## src/rtl/microwave_timer_ctrl_pkg.sv

```systemverilog
// Shared types and constants for the microwave cook-time controller:
// state encodings and BCD digit limits.
package microwave_timer_ctrl_pkg;

    typedef enum logic [2:0] {
        ST_IDLE  = 3'd0,
        ST_ENTRY = 3'd1,
        ST_COOK  = 3'd2,
        ST_PAUSE = 3'd3,
        ST_DONE  = 3'd4
    } state_t;

    localparam logic [3:0] MAX_SEC_TENS = 4'd5;
    localparam logic [3:0] DIGIT_MAX    = 4'd9;
    localparam int         NUM_DIGITS   = 4;

    function automatic logic is_bcd(input logic [3:0] code);
        return code <= DIGIT_MAX;
    endfunction

endpackage

```

## src/rtl/microwave_timer_ctrl_bcd_digit_down.sv

```systemverilog
// One BCD down-counting digit: loadable, decrements when enabled, wraps from 0
// to wrap_value and reports a borrow to the next more significant digit.
module bcd_digit_down
    import microwave_timer_ctrl_pkg::*;
(
    input  logic       clk,
    input  logic       reset,
    input  logic       load,
    input  logic [3:0] load_value,
    input  logic       dec_en,
    input  logic [3:0] wrap_value,
    output logic [3:0] digit,
    output logic       borrow_out,
    output logic       is_zero
);

    logic [3:0] digit_reg;

    always_ff @(posedge clk) begin
        if (reset) begin
            digit_reg <= 4'd0;
        end else if (load) begin
            digit_reg <= load_value;
        end else if (dec_en) begin
            digit_reg <= (digit_reg == 4'd0) ? wrap_value : digit_reg - 4'd1;
        end
    end

    assign digit      = digit_reg;
    assign is_zero    = (digit_reg == 4'd0);
    assign borrow_out = dec_en & is_zero;

endmodule

```

## src/rtl/microwave_timer_ctrl.sv

```systemverilog
// Microwave cook-time controller: keypad entry into an MM:SS BCD register,
// 1 Hz countdown, magnetron enable, done indication and door/stop handling.
module microwave_timer_ctrl
    import microwave_timer_ctrl_pkg::*;
#(
    parameter int DONE_TICKS = 3
) (
    input  logic       clk,
    input  logic       reset,
    input  logic       tick_1hz,
    input  logic       key_valid,
    input  logic [3:0] key_code,
    input  logic       start,
    input  logic       stop_clear,
    input  logic       door_closed,
    output logic [3:0] min_tens,
    output logic [3:0] min_ones,
    output logic [3:0] sec_tens,
    output logic [3:0] sec_ones,
    output logic       magnetron_on,
    output logic       done,
    output logic [2:0] state
);

    localparam logic [3:0] DONE_CNT_LAST = 4'(DONE_TICKS - 1);

    state_t                state_reg;
    logic [3:0]            done_cnt_reg;
    logic                  key_ok;
    logic                  time_zero;
    logic                  time_one;
    logic                  cook_go;
    logic                  tick_dec;
    logic                  digit_load;
    logic [3:0]            load_val [NUM_DIGITS];
    logic [3:0]            digit_q  [NUM_DIGITS];
    logic [NUM_DIGITS-1:0] zero_vec;
    logic                  unused_top_borrow;

    assign key_ok    = key_valid & is_bcd(key_code);
    assign time_zero = &zero_vec;
    assign time_one  = (&zero_vec[NUM_DIGITS-1:1]) & (digit_q[0] == 4'd1);
    assign cook_go   = start & door_closed & ~time_zero;
    // stop_clear and door-open win over a same-cycle tick, so no decrement then
    assign tick_dec  = (state_reg == ST_COOK) & tick_1hz & door_closed & ~stop_clear;

    // Digit index 0 = sec_ones ... 3 = min_tens; a load of all zeros is a clear
    always_comb begin
        digit_load = 1'b0;
        for (int i = 0; i < NUM_DIGITS; i++) begin
            load_val[i] = 4'd0;
        end
        case (state_reg)
            ST_IDLE: begin
                if (!stop_clear && key_ok) begin
                    digit_load  = 1'b1;
                    load_val[0] = key_code;
                end
            end
            ST_ENTRY: begin
                if (stop_clear) begin
                    digit_load = 1'b1;
                end else if (!cook_go && key_ok) begin
                    digit_load  = 1'b1;
                    load_val[0] = key_code;
                    load_val[1] = digit_q[0];
                    load_val[2] = digit_q[1];
                    load_val[3] = digit_q[2];
                end
            end
            ST_PAUSE: begin
                digit_load = stop_clear;
            end
            ST_COOK, ST_DONE: begin
                digit_load = 1'b0;
            end
            default: begin
                digit_load = 1'b1;
            end
        endcase
    end

    genvar gi;
    generate
        for (gi = 0; gi < NUM_DIGITS; gi++) begin : g_digit
            logic dec_en;
            logic borrow;
            if (gi == 0) begin : g_first
                assign dec_en = tick_dec;
            end else begin : g_chain
                assign dec_en = g_digit[gi-1].borrow;
            end
            bcd_digit_down u_digit (
                .clk        (clk),
                .reset      (reset),
                .load       (digit_load),
                .load_value (load_val[gi]),
                .dec_en     (dec_en),
                .wrap_value ((gi == 1) ? MAX_SEC_TENS : DIGIT_MAX),
                .digit      (digit_q[gi]),
                .borrow_out (borrow),
                .is_zero    (zero_vec[gi])
            );
        end
    endgenerate

    // min_tens never underflows: COOK is only entered with a nonzero time
    assign unused_top_borrow = g_digit[NUM_DIGITS-1].borrow;

    always_ff @(posedge clk) begin
        if (reset) begin
            state_reg    <= ST_IDLE;
            magnetron_on <= 1'b0;
            done         <= 1'b0;
            done_cnt_reg <= 4'd0;
        end else begin
            magnetron_on <= 1'b0;
            done         <= 1'b0;
            case (state_reg)
                ST_IDLE: begin
                    if (!stop_clear && key_ok) state_reg <= ST_ENTRY;
                end
                ST_ENTRY: begin
                    if (stop_clear) begin
                        state_reg <= ST_IDLE;
                    end else if (cook_go) begin
                        state_reg    <= ST_COOK;
                        magnetron_on <= 1'b1;
                    end
                end
                ST_COOK: begin
                    if (stop_clear || !door_closed) begin
                        state_reg <= ST_PAUSE;
                    end else if (tick_1hz && time_one) begin
                        state_reg    <= ST_DONE;
                        done         <= 1'b1;
                        done_cnt_reg <= 4'd0;
                    end else begin
                        magnetron_on <= 1'b1;
                    end
                end
                ST_PAUSE: begin
                    if (stop_clear) begin
                        state_reg <= ST_IDLE;
                    end else if (start && door_closed) begin
                        state_reg    <= ST_COOK;
                        magnetron_on <= 1'b1;
                    end
                end
                ST_DONE: begin
                    if (stop_clear || !door_closed) begin
                        state_reg <= ST_IDLE;
                    end else if (tick_1hz && done_cnt_reg == DONE_CNT_LAST) begin
                        state_reg <= ST_IDLE;
                    end else begin
                        done <= 1'b1;
                        if (tick_1hz) done_cnt_reg <= done_cnt_reg + 4'd1;
                    end
                end
                default: begin
                    state_reg <= ST_IDLE;
                end
            endcase
        end
    end

    assign min_tens = digit_q[3];
    assign min_ones = digit_q[2];
    assign sec_tens = digit_q[1];
    assign sec_ones = digit_q[0];
    assign state    = state_reg;

endmodule

```

## config.mk

```make
export PLATFORM = sky130hd
export DESIGN_NAME = microwave_timer_ctrl
export DESIGN_NICKNAME = d
export VERILOG_FILES = /design/src/rtl/microwave_timer_ctrl_pkg.sv /design/src/rtl/microwave_timer_ctrl_bcd_digit_down.sv /design/src/rtl/microwave_timer_ctrl.sv
export SDC_FILE = /design/constraint.sdc
export NUM_CORES = 1
export LEC_CHECK = 0
export CAP_MARGIN = 20
export CORE_ASPECT_RATIO = 1.2
export CORE_UTILIZATION = 53
export CTS_BUF_LIST = sky130_fd_sc_hd__clkbuf_8
export CTS_CLUSTER_DIAMETER = 50
export DETAILED_ROUTE_END_ITERATION = 6
export PLACE_DENSITY = 0.89
export SLEW_MARGIN = 5
export SYNTH_ARGS = -nofsm -noshare
export SYNTH_HDL_FRONTEND = slang
export SYNTH_HIERARCHICAL = 1
export SYNTH_SLANG_ARGS = --single-unit
export TNS_END_PERCENT = 30
```

## constraint.sdc

```tcl
create_clock -name clk -period 7.3 [get_ports clk]
set_input_delay 1.095 -clock clk [delete_from_list [all_inputs] [get_ports clk]]
set_output_delay 1.095 -clock clk [all_outputs]
set_load 0.005 [all_outputs]
```

## Word level (Yosys, flattened, before mapping)

Index checks and enable logic that the tools add are counted.
Widths: inputs -> output; s select.

- Register bits after elaboration: 25
- Input bits: 11
- Output and inout bits: 21
- Word-level logic and storage cells: 115

- Add/sub/neg operators: 5
- Order comparisons: 1
- Equal/unequal tests: 16
- Mux-type cells: 49
- Bitwise gates (word level): 12
- Reduce and logical (&&, ||, !) cells: 24

Operators by type and width:

| operator | number |
|---|---|
| $mux 4 | 18 |
| $mux 16 | 2 |
| $mux 3 | 9 |
| $logic_not 4->1 | 4 |
| $pmux 4 s2 | 2 |
| $sub 4x1->4 const B | 4 |
| $pmux 3 s5 | 1 |
| $mux 1 | 13 |
| $mux 12 | 1 |
| $and 1x1->1 | 10 |
| $ne 2x2->1 const B | 5 |
| $reduce_bool 2->1 | 5 |
| $ne 3x3->1 const B | 3 |
| $eq 3x2->1 const B | 2 |
| $reduce_and 6->1 | 1 |
| $logic_and 1x1->1 | 5 |
| $reduce_and 5->1 | 1 |
| $add 4x1->4 const B | 1 |
| $eq 4x1->1 const B | 1 |
| $eq 4x2->1 const B | 1 |
| $le 4x4->1 const B | 1 |
| $pmux 1 s4 | 1 |
| $reduce_and 4->1 | 1 |
| $eq 3x1->1 const B | 1 |
| other kinds (11) | 14 |

## Longest topological paths before layout

Gate-level depths: netlist (run 1).

- Word-level depth: 10
- Depth in mapped cells: 11
- Depth with buffers taken out: 10

## Modules after synthesis

The synthesis (run 1) kept the hierarchy.

Modules (own cells, without submodules):

| module | times used | cells an instance | area an instance (µm²) |
|---|---|---|---|
| bcd_digit_down | 4 | 36 | 294.0 |
| microwave_timer_ctrl | 1 | 92 | 713.2 |

## Worst setup path before layout (run 1)

OpenSTA, ideal clock, no wires.

- Path type: input to register
- Start: input stop_clear
- End: register g_digit[3].u_digit.digit_reg[3]
- Setup time: 0.075 ns
- Data arrival time: 3.381 ns
- Setup slack: 3.845 ns
- Cell stages on the path: 10
- Path buffers: 1
- Cell sequence: or3b_1 -> buf_2 -> nor3_1 -> and2_1 -> and2_2 -> and2_2 -> and2_2 -> inv_2 -> or4_1 -> o22ai_1

- Longest elaborated chain between the ends: 6
- Elaborated cells on any way between the ends: 14
- Classes of those cells: 6 x mux; 5 x bitwise; 3 x reduce/logical

RTL lines:

| what | RTL line | RTL |
|---|---|---|
| start: declaration | microwave_timer_ctrl.sv:14 | `input logic stop_clear,` |
| $not 1->1 | microwave_timer_ctrl.sv:45 | `assign tick_dec = (state_reg == ST_COOK) & tick_1hz & door_closed & ~stop_clear;` |
| $and 1x1->1 | microwave_timer_ctrl.sv:45 |  |
| named net g_digit[0].dec_en | microwave_timer_ctrl.sv:86 | `logic dec_en;` |
| $and 1x1->1 | microwave_timer_ctrl_bcd_digit_down.sv:31 | `assign borrow_out = dec_en & is_zero;` |
| named net g_digit[0].borrow | microwave_timer_ctrl.sv:87 | `logic borrow;` |
| $and 1x1->1 | microwave_timer_ctrl_bcd_digit_down.sv:31 |  |
| named net g_digit[1].borrow | microwave_timer_ctrl.sv:87 |  |
| $and 1x1->1 | microwave_timer_ctrl_bcd_digit_down.sv:31 |  |
| named net g_digit[2].borrow | microwave_timer_ctrl.sv:87 |  |
| $reduce_bool 2->1 (no line) | -- |  |
| end signal: assignment | microwave_timer_ctrl_bcd_digit_down.sv:23 | `digit_reg <= load_value;` |
| end signal: assignment | microwave_timer_ctrl_bcd_digit_down.sv:25 | `digit_reg <= (digit_reg == 4'd0) ? wrap_value : digit_reg - 4'd1;` |
| end: declaration | microwave_timer_ctrl_bcd_digit_down.sv:17 | `logic [3:0] digit_reg;` |

The timed path passes the listed nets, and every way through them passes these cells.
A chain may end at the register's enable or synchronous reset.

## Worst setup path after layout (run 1)

Same ends and word-level chain as after synthesis.

==> impl_metrics.env, run 1 <==
export IMPL_status="finished, final reports clean"
export IMPL_start_kind="input pin"
export IMPL_insertion_delay_ps=280
export IMPL_cpMostUsedCell="and2_2"
export IMPL_drc=0
export IMPL_final_util=0.6856
export IMPL_met2_usage=0.4048
export IMPL_grt_pass1_wl_mm=6.886
export IMPL_max_slew_margin=0.3038
export IMPL_rows=23
export IMPL_slowest_stage="or3b_1"
export IMPL_antenna_cells=0
export IMPL_routed_wl_mm=4.134
export IMPL_synth_warnings=6
export IMPL_drtIter0Drc=110
export IMPL_synth_avg_cell_area_sq_um=8.008
export IMPL_worstMarginPinSlew_ps=1036
export IMPL_tritoncts="done"
export IMPL_max_clock_freq_mhz=249.7
export IMPL_cts_root_buf="clkbuf_8"
export IMPL_period_share=0.5485
export IMPL_detail_route_wl_per_cell_um=13.12
export IMPL_cp_end_kind="flip-flop"
export IMPL_ir_worst_vdd_mv=0.1083
export IMPL_p_per_area_nw_per_um2=140.2
export IMPL_crit_arrival_ps=4190
export IMPL_maxCapViolations=0
export IMPL_final_cell_mix="31 x clkdlybuf4s50_1, 25 x dfxtp_1, 22 x nor2_1"
export IMPL_pin_count=32
export IMPL_numCtsBuffers=3
export IMPL_drtAntennaViolNets=0
export IMPL_drive_gt1_frac=0.07554
export IMPL_path_cells="clkdlybuf4s50_1, or3b_1, nor3_1, and2_1, and2_2, and2_2, and2_2, inv_2, or4_1, o22ai_1"
export IMPL_cts_hold_fix_buffers=0
export IMPL_post_drt_via_cell_ratio=5.762
export IMPL_path_class="input pin to flip-flop"
export IMPL_dieArea_sq_um=3794
export IMPL_postCtsSetupBuffers=0
export IMPL_vias=1815
export IMPL_clockBufferDepth=2
export IMPL_grt_ovfl_total=0
export IMPL_hpwl_mm=2.995
export IMPL_cp_max_fo=7
export IMPL_syn_inst=235
export IMPL_max_stage_delay_ps=520
export IMPL_fin_skew_ps=2.540
export IMPL_crit_start="stop_clear"
export IMPL_hp_class="flip-flop to flip-flop"
export IMPL_finalCriticalPeriod_ps=4004
export IMPL_r2r_start="state[0]"
export IMPL_h_tree_depth=1
export IMPL_grt_usage=0.2259
export IMPL_portBuffers=31
export IMPL_busiest_layer="met2"
export IMPL_grt_max_degree=37
export IMPL_clock_sinks=25
export IMPL_met1_usage=0.2758
export IMPL_largest_register_ffs=16
export IMPL_core_area_sq_um=3367
export IMPL_setup_viol_count_final=0
export IMPL_finalHoldViolations=0
export IMPL_gp_congestion=0.8822
export IMPL_finalSetupTns_ps=0
export IMPL_cp_required_ps=7490
export IMPL_final_common_cell="clkdlybuf4s50_1"
export IMPL_syn_to_final_growth_pct=22.67
export IMPL_cts_resized=0
export IMPL_dr_pass1_iters=4
export IMPL_p_leak_nw=0.8014
export IMPL_final_nets=296
export IMPL_synth_area_sq_um=1882
export IMPL_initial_utilization=0.5589
export IMPL_antenna_found_initial=0
export IMPL_die_w_um=56.40
export IMPL_hp_start="done_cnt_reg[3]"
export IMPL_die_h_um=67.28
export IMPL_grt_pass1_vias=1617
export IMPL_finalMaxSlewViolations=0
export IMPL_grt_util_met3=0.03065
export IMPL_rsz0062_at_grt="false"
export IMPL_path_clk_slew_ps=90
==> path summary, 6_finish.rpt <==
check                                 to  slack (ps)  depth (start not counted)
max reg2reg  g_digit[3].u_digit/digit[3]        4170                          9
min reg2reg              done_cnt_reg[3]         540                          2
min                      done_cnt_reg[3]         540                          2
max          g_digit[3].u_digit/digit[3]        3300                         10
==> layout make-up <==
| class | count | area, sq um |
|---|---|---|
| Timing Repair Buffer | 32 | 317.8 |
| Inverter | 20 | 75.07 |
| Clock buffer | 3 | 41.29 |
| Sequential cell | 25 | 500.5 |
| Fill cell | 293 | 1059 |
| Multi-Input combinational cell | 197 | 1323 |
| Clock inverter | 1 | 5.005 |
| Tap cell | 37 | 46.29 |
==> worst max-delay path, delay by kind of cell <==
kind / cells / cell delay (ps)
buffers and inverters: 2 / 550
AOI/OAI and AO/OA: 1 / 160
and+or+nand+nor: 7 / 2370
==> layer usage <==
| metal | routed length, um | vias up | share of wire |
|---|---|---|---|
| met1 | 1880 | 824 | 0.45 |
| met5 | 0 | - | 0 |
| li1 | - | 931 | - |
| met4 | 73 | 0 | 0.018 |
| met2 | 2018 | 51 | 0.49 |
| met3 | 162 | 9 | 0.039 |
==> power breakdown <==
part / leakage [nW] / internal (W) / switching [W] / total (W)
registers: 0.203 / 0.000142 / 0.0000115 / 0.000154
logic: 0.573 / 0.0000427 / 0.0000402 / 0.0000830
clock network: 0.0255 / 0.0000384 / 0.0000487 / 0.0000871
==> through the flow <==
| step | power [W] | cell area, sq um | worst slack [ps] | instances | hold slack (ps) |
|---|---|---|---|---|---|
| after floorplan | 0.0002096 | 1934 | 3851 | 249 | 485.3 |
| after global placement | 0.0002374 | 2262 | 3156 | 311 | 512.3 |
| after detailed placement | 0.0002383 | 2262 | 3023 | 311 | 519.0 |
| after CTS | 0.0003248 | 2308 | 3311 | 315 | 544.7 |
| after global routing | 0.0003394 | 2308 | 3093 | 315 | 585.8 |
| final | 0.0003237 | 2308 | 3296 | 315 | 539.9 |
(Power assumes the default switching activity.)
==> run 2, diff against run 1 <==
--- a/config.mk
+++ b/config.mk
@@ -7,11 +7,11 @@
 export LEC_CHECK = 0
 export CAP_MARGIN = 20
 export CORE_ASPECT_RATIO = 1.2
-export CORE_UTILIZATION = 53
+export CORE_UTILIZATION = 50
 export CTS_BUF_LIST = sky130_fd_sc_hd__clkbuf_8
 export CTS_CLUSTER_DIAMETER = 50
 export DETAILED_ROUTE_END_ITERATION = 6
-export PLACE_DENSITY = 0.89
+export PLACE_DENSITY = 0.88
 export SLEW_MARGIN = 5
 export SYNTH_ARGS = -nofsm -noshare
 export SYNTH_HDL_FRONTEND = slang
==> constraint.sdc (replaced) <==
create_clock -name clk -period 3.25 [get_ports clk]
set_input_delay 0.4875 -clock clk [delete_from_list [all_inputs] [get_ports clk]]
set_output_delay 0.4875 -clock clk [all_outputs]
set_load 0.005 [all_outputs]
==> impl_metrics.env, run 2 (synthesis gave the netlist of run 1 again) <==
export IMPL_status="finished with violations"
export IMPL_violations="DRC"
export IMPL_drc=1
export IMPL_antenna_found_initial=0
export IMPL_die_w_um=58.01
export IMPL_finalHoldViolations=0
export IMPL_rrSetupSlack_ps=510
export IMPL_ir_worst_vdd_mv=0.1724
export IMPL_sequentialPowerShare=0.469
export IMPL_clkPwrFrac=0.262
export IMPL_portBuffers=31
export IMPL_initial_utilization=0.5222
export IMPL_postCtsSetupBuffers=0
export IMPL_grt_usage=0.2340
export IMPL_grt_pass1_wl_mm=7.576
export IMPL_hpwl_mm=3.138
export IMPL_drtIter0Drc=94
export IMPL_cts_resized=0
export IMPL_setup_viol_count_final=0
export IMPL_hp_class="flip-flop to flip-flop"
export IMPL_syn_to_final_growth_pct=27.13
export IMPL_dieArea_sq_um=4014
export IMPL_grt_pass1_vias=1797
export IMPL_cp_max_fo=6
export IMPL_finalSetupTns_ps=0
export IMPL_gp_congestion=0.8587
export IMPL_post_drt_via_cell_ratio=5.704
export IMPL_finalCriticalPeriod_ps=2743
export IMPL_routed_wl_mm=4.188
export IMPL_finalMaxSlewViolations=0
export IMPL_final_util=0.6639
export IMPL_largest_register_ffs=16
export IMPL_drtAntennaViolNets=0
export IMPL_numCtsBuffers=3
export IMPL_core_area_sq_um=3603
export IMPL_swShare=0.3087
export IMPL_dr_pass1_iters=6
export IMPL_p_int_w=0.0005072
export IMPL_clockBufferDepth=2
export IMPL_cp_required_ps=3450
export IMPL_h_tree_depth=1
export IMPL_tritoncts="done"
export IMPL_final_cell_mix="31 x clkdlybuf4s50_1, 25 x dfxtp_1, 22 x nor2_1"
export IMPL_detail_route_wl_per_cell_um=12.77
export IMPL_vias=1871
export IMPL_grt_ovfl_total=0
export IMPL_final_common_cell="clkdlybuf4s50_1"
export IMPL_start_kind="flip-flop"
export IMPL_max_clock_freq_mhz=364.5
export IMPL_fill_cells=299
export IMPL_p_per_area_nw_per_um2=306.7
export IMPL_maxCapViolations=0
export IMPL_power_switching_w=0.0002265
export IMPL_max_slew_margin=0.5172
export IMPL_antenna_cells=0
export IMPL_cp_end_kind="flip-flop"
export IMPL_path_clk_slew_ps=90
export IMPL_p_comb_frac=0.268
export IMPL_rows=24
export IMPL_period_share=0.8440
export IMPL_die_h_um=69.21
export IMPL_drive_gt1_frac=0.1073
export IMPL_path_class="flip-flop to flip-flop"
export IMPL_grt_max_degree=19
export IMPL_cts_hold_fix_buffers=0
export IMPL_cts_root_buf="clkbuf_8"
export IMPL_fin_skew_ps=6.751
export IMPL_whs_ps=541.8
export IMPL_clock_sinks=25
export IMPL_pin_count=32
export IMPL_worstMarginPinSlew_ps=717.7
export IMPL_p_leak_nw=0.8593
export IMPL_crit_arrival_ps=2940
export IMPL_final_nets=307
export IMPL_insertion_delay_ps=280
export IMPL_rsz0062_at_grt="false"
[run 2: final timing paths]
| path | from | end | cells past startpoint |
|---|---|---|---|
| worst max-delay path | g_digit[2].u_digit/digit[0] | g_digit[0].u_digit/digit[0] | 11 |
| worst min-delay path | done_cnt_reg[1] | done_cnt_reg[1] | 2 |
| worst max register to register | g_digit[2].u_digit/digit[0] | g_digit[0].u_digit/digit[0] | 11 |
| worst min register to register | done_cnt_reg[1] | done_cnt_reg[1] | 2 |
[run 2: worst max-delay path: stages, from the launching register on]
cell and delay, ps:
dfxtp_1 370, inv_1 100, ha_1 210, nor3b_4 350, nand4_1 240, nor2b_1 230, a2111oi_0 420, buf_4 190
and2_1 110, nand2_1 70, o21a_1 110, a311oi_1 240
[run 2: power groups by stage]
stage / registers (W) / logic [W] / clock network, W
after floorplan: 0.000345 / 0.000126 / 0
after global placement: 0.000351 / 0.000190 / 0
after detailed placement: 0.000352 / 0.000194 / 0
after CTS: 0.000345 / 0.000195 / 0.000197
after global routing: 0.000348 / 0.000217 / 0.000208
final: 0.000344 / 0.000197 / 0.000192
[run 2: final cells by class]
type,count,area (sq um),share of cell area
clock buffer,3,41.29,0.01726
clock inverter,1,3.754,0.001569
inverter,20,75.07,0.03138
multi-input combinational,197,1323,0.5528
sequential,25,500.5,0.2092
tap,39,48.80,0.02040
timing repair buffer,43,400.4,0.1674
[run 2: per-stage QoR]
stage               std cells  setup WS (ps)  cell area (sq um)   power, W
CTS                       328          505.1               2392  0.0007374
global route              328          256.3               2392  0.0007739
detailed placement        324          257.9               2347  0.0005456
global placement          324          314.7               2347  0.0005411
finish                    328          506.9               2392  0.0007337
floorplan                 249          408.7               1934  0.0004709
[run 2: layer usage]
metal	vias up	wire length [um]	global-route usage	part of all wire
met5	-	0	0	0
met4	0	91	0.1164	0.022
met3	9	133	0.03918	0.032
met2	42	2071	0.4010	0.49
met1	865	1892	0.2743	0.45
li1	955	-	-	-
